**src/rtl/uart_autobaud.sv**
```systemverilog
// uart_autobaud: generates the 16x oversampling tick (clk16) for uart_core.
// The tick divisor is either measured from a received 0x55 sync character
// (auto mode) or taken directly from man_div_i (manual mode).
module uart_autobaud #(
  parameter int DIV_W   = 16,
  parameter int MIN_DIV = 4
) (
  input  logic             clk,
  input  logic             rst,
  input  logic             rx_sn_i,
  input  logic             start_cal_i,
  input  logic             use_manual_i,
  input  logic [DIV_W-1:0] man_div_i,
  output logic             clk16_o,
  output logic             locked_o,
  output logic             cal_busy_o,
  output logic             cal_err_o,
  output logic [DIV_W-1:0] div_out_o
);

  // The measurement spans 8 bit times = 128 ticks, so the counter needs
  // 7 bits beyond the divisor width to hold the largest legal divisor.
  localparam int MW = DIV_W + 7;

  typedef enum logic [2:0] {
    IDLE,
    WAIT_START,
    MEASURE,
    DONE,
    ERR
  } state_t;

  state_t           state_q;
  logic             rxMeta_q;
  logic             rxSync_q;
  logic             rxPrev_q;
  logic             fallEdge;
  logic [MW-1:0]    measCnt_q;
  logic [2:0]       edgeCnt_q;
  logic             locked_q;
  logic             calBusy_q;
  logic             calErr_q;
  logic [DIV_W-1:0] div_q;
  logic [MW-1:0]    roundSum;
  logic [DIV_W-1:0] calDiv;
  logic             divOk;

  logic             tickEn;
  logic [DIV_W-1:0] activeDiv;
  logic [DIV_W-1:0] reloadVal;
  logic [DIV_W-1:0] tcnt_q;
  logic [DIV_W-1:0] tcnt_d;
  logic             clk16_q;
  logic             clk16_d;

  // Bring the asynchronous RX line into the clock domain and keep one older
  // sample so falling edges can be detected on synchronized data.
  always_ff @(posedge clk or posedge rst) begin
    if (rst) begin
      rxMeta_q <= 1'b1;
      rxSync_q <= 1'b1;
      rxPrev_q <= 1'b1;
    end else begin
      rxMeta_q <= rx_sn_i;
      rxSync_q <= rxMeta_q;
      rxPrev_q <= rxSync_q;
    end
  end

  assign fallEdge = rxPrev_q & ~rxSync_q;

  // Rounded divisor: N counts 128 ticks, so add half a tick-group before
  // dropping 7 bits. Wrap-around of the sum only affects bits above the
  // divisor width, which are discarded anyway.
  assign roundSum = measCnt_q + MW'(64);
  assign calDiv   = DIV_W'(roundSum >> 7);
  assign divOk    = (calDiv >= DIV_W'(MIN_DIV));

  // Calibration FSM; start_cal overrides every other transition.
  always_ff @(posedge clk or posedge rst) begin
    if (rst) begin
      state_q   <= IDLE;
      measCnt_q <= '0;
      edgeCnt_q <= '0;
      locked_q  <= 1'b0;
      calBusy_q <= 1'b0;
      calErr_q  <= 1'b0;
      div_q     <= '0;
    end else if (start_cal_i) begin
      state_q   <= WAIT_START;
      measCnt_q <= '0;
      edgeCnt_q <= '0;
      locked_q  <= 1'b0;
      calBusy_q <= 1'b1;
      calErr_q  <= 1'b0;
    end else begin
      case (state_q)
        WAIT_START: begin
          if (fallEdge) begin
            state_q   <= MEASURE;
            measCnt_q <= MW'(1);
            edgeCnt_q <= 3'd1;
          end
        end
        MEASURE: begin
          if (fallEdge && (edgeCnt_q == 3'd4)) begin
            edgeCnt_q <= 3'd5;
            calBusy_q <= 1'b0;
            if (divOk) begin
              div_q    <= calDiv;
              locked_q <= 1'b1;
              state_q  <= DONE;
            end else begin
              calErr_q <= 1'b1;
              state_q  <= ERR;
            end
          end else begin
            if (fallEdge) begin
              edgeCnt_q <= edgeCnt_q + 3'd1;
            end
            if (&measCnt_q) begin
              calBusy_q <= 1'b0;
              calErr_q  <= 1'b1;
              state_q   <= ERR;
            end else begin
              measCnt_q <= measCnt_q + MW'(1);
            end
          end
        end
        default: begin
        end
      endcase
    end
  end

  // Tick generator next state: reload from the active divisor only when the
  // down-counter expires, so divisor or mode changes never cut a period short.
  always_comb begin
    tickEn    = use_manual_i | locked_q;
    activeDiv = use_manual_i ? man_div_i : div_q;
    reloadVal = (activeDiv <= DIV_W'(1)) ? '0 : (activeDiv - DIV_W'(1));
    tcnt_d    = tcnt_q;
    clk16_d   = 1'b0;
    if (!tickEn) begin
      tcnt_d = '0;
    end else if (tcnt_q == '0) begin
      clk16_d = 1'b1;
      tcnt_d  = reloadVal;
    end else begin
      tcnt_d = tcnt_q - DIV_W'(1);
    end
  end

  // Tick generator registers; clk16 is registered so it is glitch-free.
  always_ff @(posedge clk or posedge rst) begin
    if (rst) begin
      tcnt_q  <= '0;
      clk16_q <= 1'b0;
    end else begin
      tcnt_q  <= tcnt_d;
      clk16_q <= clk16_d;
    end
  end

  assign clk16_o    = clk16_q;
  assign locked_o   = locked_q;
  assign cal_busy_o = calBusy_q;
  assign cal_err_o  = calErr_q;
  assign div_out_o  = div_q;

endmodule

```
**config.mk**
```make
export PLATFORM = sky130hd
export DESIGN_NAME = uart_autobaud
export DESIGN_NICKNAME = d
export VERILOG_FILES = /design/src/rtl/uart_autobaud.sv
export SDC_FILE = /design/constraint.sdc
export NUM_CORES = 1
export LEC_CHECK = 0
export ABC_AREA = 1
export CORE_MARGIN = 5
export CORE_UTILIZATION = 55
export DETAILED_ROUTE_END_ITERATION = 8
export PLACE_DENSITY = 0.74
export SYNTH_ARGS = -nofsm -noshare
export SYNTH_HDL_FRONTEND = slang
export SYNTH_SLANG_ARGS = --single-unit
export TNS_END_PERCENT = 10
```
**constraint.sdc**
```tcl
create_clock -name clk -period 3 [get_ports clk]
set_clock_uncertainty 0.2 [all_clocks]
set_input_delay 0.6 -clock clk [delete_from_list [all_inputs] [get_ports clk]]
set_output_delay 0.6 -clock clk [all_outputs]
set_load 0.01 [all_outputs]
```
==> reports/metrics.yaml <==
drv_slew: 0
synth_area_leaders: "dfrtp_1, nand2_1, inv_1, nor2_1, nand3_1"
vias: 4203
critical_path.cell_chain: "ha_2 > nand3_1 > nor2_2 > nand2_1 > nand2_1 > nand2_1 > nor3_2 > nand3_2 > nand3_4 > nand2_1 > o21ai_2"
drive_gt1_share_pct: 12.4
fp.dieH_um: 100
dpl_cell_area_um2: 5120
slowest_stage: "dfrtp_1"
r2r-end: "div_out_o[2]$_DFFE_PP0P_"
root_buffer: "clkbuf_8"
drt-met1-wl_mm: 4.77
grt_pass1_vias: 4146
grt_pass1_wl_mm: 19.5
power_mw: 2.98
synth.top_cell.area_share_pct: 36.3
hold_violations: 0
place.gp.congestion: 0.932
period_share_pct: 88.6
rsz0062_at_grt: "no"
synth.largest_area_cell: "dfrtp_1"
first_pass_iters: 6
areaGrowthSynthToFinish_pct: 19.1
routed.top_layer: "met4"
rows: 33
r2r_setup_slack_ns: 0.34
status: "finished clean"
maxSlewHeadroom_pct: 61.3
hp-class: "reg2reg"
worstRegToRegCells: 11
startpoint: "measCnt_q[6]$_DFFE_PP0P_"
netlist_area_um2: 4490
clockBufferDepth: 2
post-place-ws_ns: -0.0160
total_leakage_power_nw: 2.48
power.switching_fraction_pct: 37.0
clk_pin_slew_ns: 0.08
cap_violations: 0
yosys_warnings: 0
cts.sinks: 68
cp-start-kind: "register"
grt_remaining_overflow: 0
p_clk_share_pct: 28.4
ys.flop_type: "dfrtp_1"
reg2reg_from: "measCnt_q[6]$_DFFE_PP0P_"
setup_viol: 0
tightest_slew_ns: 0.576
grt_usage_pct: 24.3
ir_drop_v: 0.000360
post-synth-top-count-cell: "nand2_1"
path_class: "reg2reg"
synth.yosys.seq_area_share_pct: 38.0
endpoint: "div_out_o[2]$_DFFE_PP0P_"
antenna_found_initial: 0
drc_errors: 0
insertedDiodeCount: 0
core_region_area_um2: 8090
start_util_pct: 55.4
io_buffers: 40
wl_mm: 11.5
dieArea_um2: 10100
fin_ws_ns: 0.342
route.met3.wl_um: 492
p_seq_share_pct: 38.3
multi_input_area_um2: 2390
synth_cells: 618
cts_tree: "yes"
max_freq_mhz: 376
cpMostUsedCell: "nand2_1"
ys_ff_latch: 68
synthArstFlopShare_pct: 100
power_density_nw_per_um2: 559
drt_iter0_drc: 201
final_nets: 710
via_per_inst: 5.31
ioPinCount: 41
fp.dieW_um: 100
critical_path.max_stage_delay_ns: 0.46
yosysUniqueCellTypes: 42
grt_max_degree: 69
arrival_ns: 2.72
combinationalPowerShare_pct: 33.4
synth_common_cells: "nand2_1, inv_1, nor2_1"
drtAntennaViolNets: 0
clk-insertion-delay-late_ns: 0.35
fillCellCount: 775
cp-end-kind: "register"
dp_hpwl_mm: 9.09
met2_length_mm: 5.88
cts_made_buffers: 9
wire_per_inst_um: 14.6
syn_nets: 647
cts_max_level: 3
finalInstanceArea_um2: 5340
p_int_mw: 1.88
p_switching_mw: 1.11
regArea_um2: 1710
finalCriticalPeriod_ns: 2.66
syn_avg_cell_area_um2: 7.26
cts_hold_buf: 0
synth_edf_count: 0
cp.required_ns: 3.07
critical_path_peak_fanout: 33
kinds of logic after synthesis:
kind of cell             share of synthesized area [%]
XOR/XNOR                                          5.86
buffers and inverters                             8.87
flip-flops                                        38.0
adder cells (fa/ha/maj)                           2.23
AO/OA/AOI/OAI                                     12.5
AND/OR/NAND/NOR                                   32.5
cells in the final DEF (no fill, tap or decap), types with 2 or more instances in the layout:
master,Yosys,routed
inv_1,78,77
o21ai_1,8,8
o211ai_1,3,3
o21bai_1,2,2
o22ai_1,4,4
o31ai_1,2,2
xnor2_1,11,11
o21ai_2,13,13
nor2_1,75,75
or2_2,2,2
nor2_4,2,2
clkdlybuf4s50_1,0,40
nand2_2,6,6
nand3_1,38,38
bufinv_16,0,2
nor2_2,6,6
nand2_1,155,155
clkbuf_8,0,9
o41ai_1,2,2
dfstp_2,3,3
clkinv_4,0,2
nor3_2,2,2
nand4_1,17,17
ha_1,8,7
nor4_1,2,2
o21ai_0,36,36
a21oi_1,20,20
inv_2,3,4
buf_4,3,23
xor2_1,19,19
nor3_1,14,14
dfrtp_1,65,65
timing repair:
| action | CTS | global route |
|---|---|---|
| resized for setup | 0 | 1 |
| setup buffers | 0 | 0 |
| setup endpoints to repair | 0 | 6 |
cell type report:
type | count | area share (%)
Timing Repair Buffer | 64 | 11.1
Multi-Input combinational cell | 457 | 44.7
Sequential cell | 68 | 31.9
Inverter | 81 | 5.69
Clock buffer | 9 | 2.32
Tap cell | 105 | 2.46
Clock inverter | 7 | 1.85
power groups by stage:
stage                     sequential, mW  combinational (mW)  clock [mW]
after floorplan                     1.13               0.737           0
after global placement              1.15               0.959           0
after detailed placement            1.16               0.986           0
after CTS                           1.14               0.993       0.866
after global routing                1.16                1.12       0.910
final                               1.14               0.995       0.847
registers in the layout, indices dropped and copies added (netlist names), 3 cells and up:
signal     cells
div_out_o     16
edgeCnt_q      3
measCnt_q     23
state_q        3
tcnt_q        16
critical path: cells and delay by family (launching register included):
kind / cells / cell delay (ns)
simple gates: 9 / 1.54
flops: 1 / 0.46
fa+ha+maj: 1 / 0.29
compound gates: 1 / 0.07
stage by stage:
stage	cells	setup TNS, ns	util (%)	hold WS, ns
after floorplan	618	0	-	0.145
after global placement	775	0	63.2	0.147
after detailed placement	775	-0.0160	63.2	0.151
after CTS	791	0	66.0	0.153
after global routing	791	0	66.0	0.167
final	791	0	66.0	0.154
how the worst min path moves through the flow:
| stage | from | endpoint | slack (ns) | cells after the start |
|---|---|---|---|---|
| finish | rxMeta_q$_DFF_PP1_ | rxSync_q$_DFF_PP1_ | 0.15 | 0 |
| global route | rxMeta_q$_DFF_PP1_ | rxSync_q$_DFF_PP1_ | 0.17 | 0 |
| CTS | rxMeta_q$_DFF_PP1_ | rxSync_q$_DFF_PP1_ | 0.15 | 0 |
| detailed placement | rxMeta_q$_DFF_PP1_ | rxSync_q$_DFF_PP1_ | 0.15 | 0 |
| global placement | rxMeta_q$_DFF_PP1_ | rxSync_q$_DFF_PP1_ | 0.15 | 0 |
| floorplan | rxMeta_q$_DFF_PP1_ | rxSync_q$_DFF_PP1_ | 0.15 | 0 |
metal layers:
layer,track usage (%),up-vias
met3,4.03,23
met2,42.9,106
met4,10.2,0
met1,29.2,1952
li1,-,2122
met5,0,-
Power figures use the tool's default switching activity.
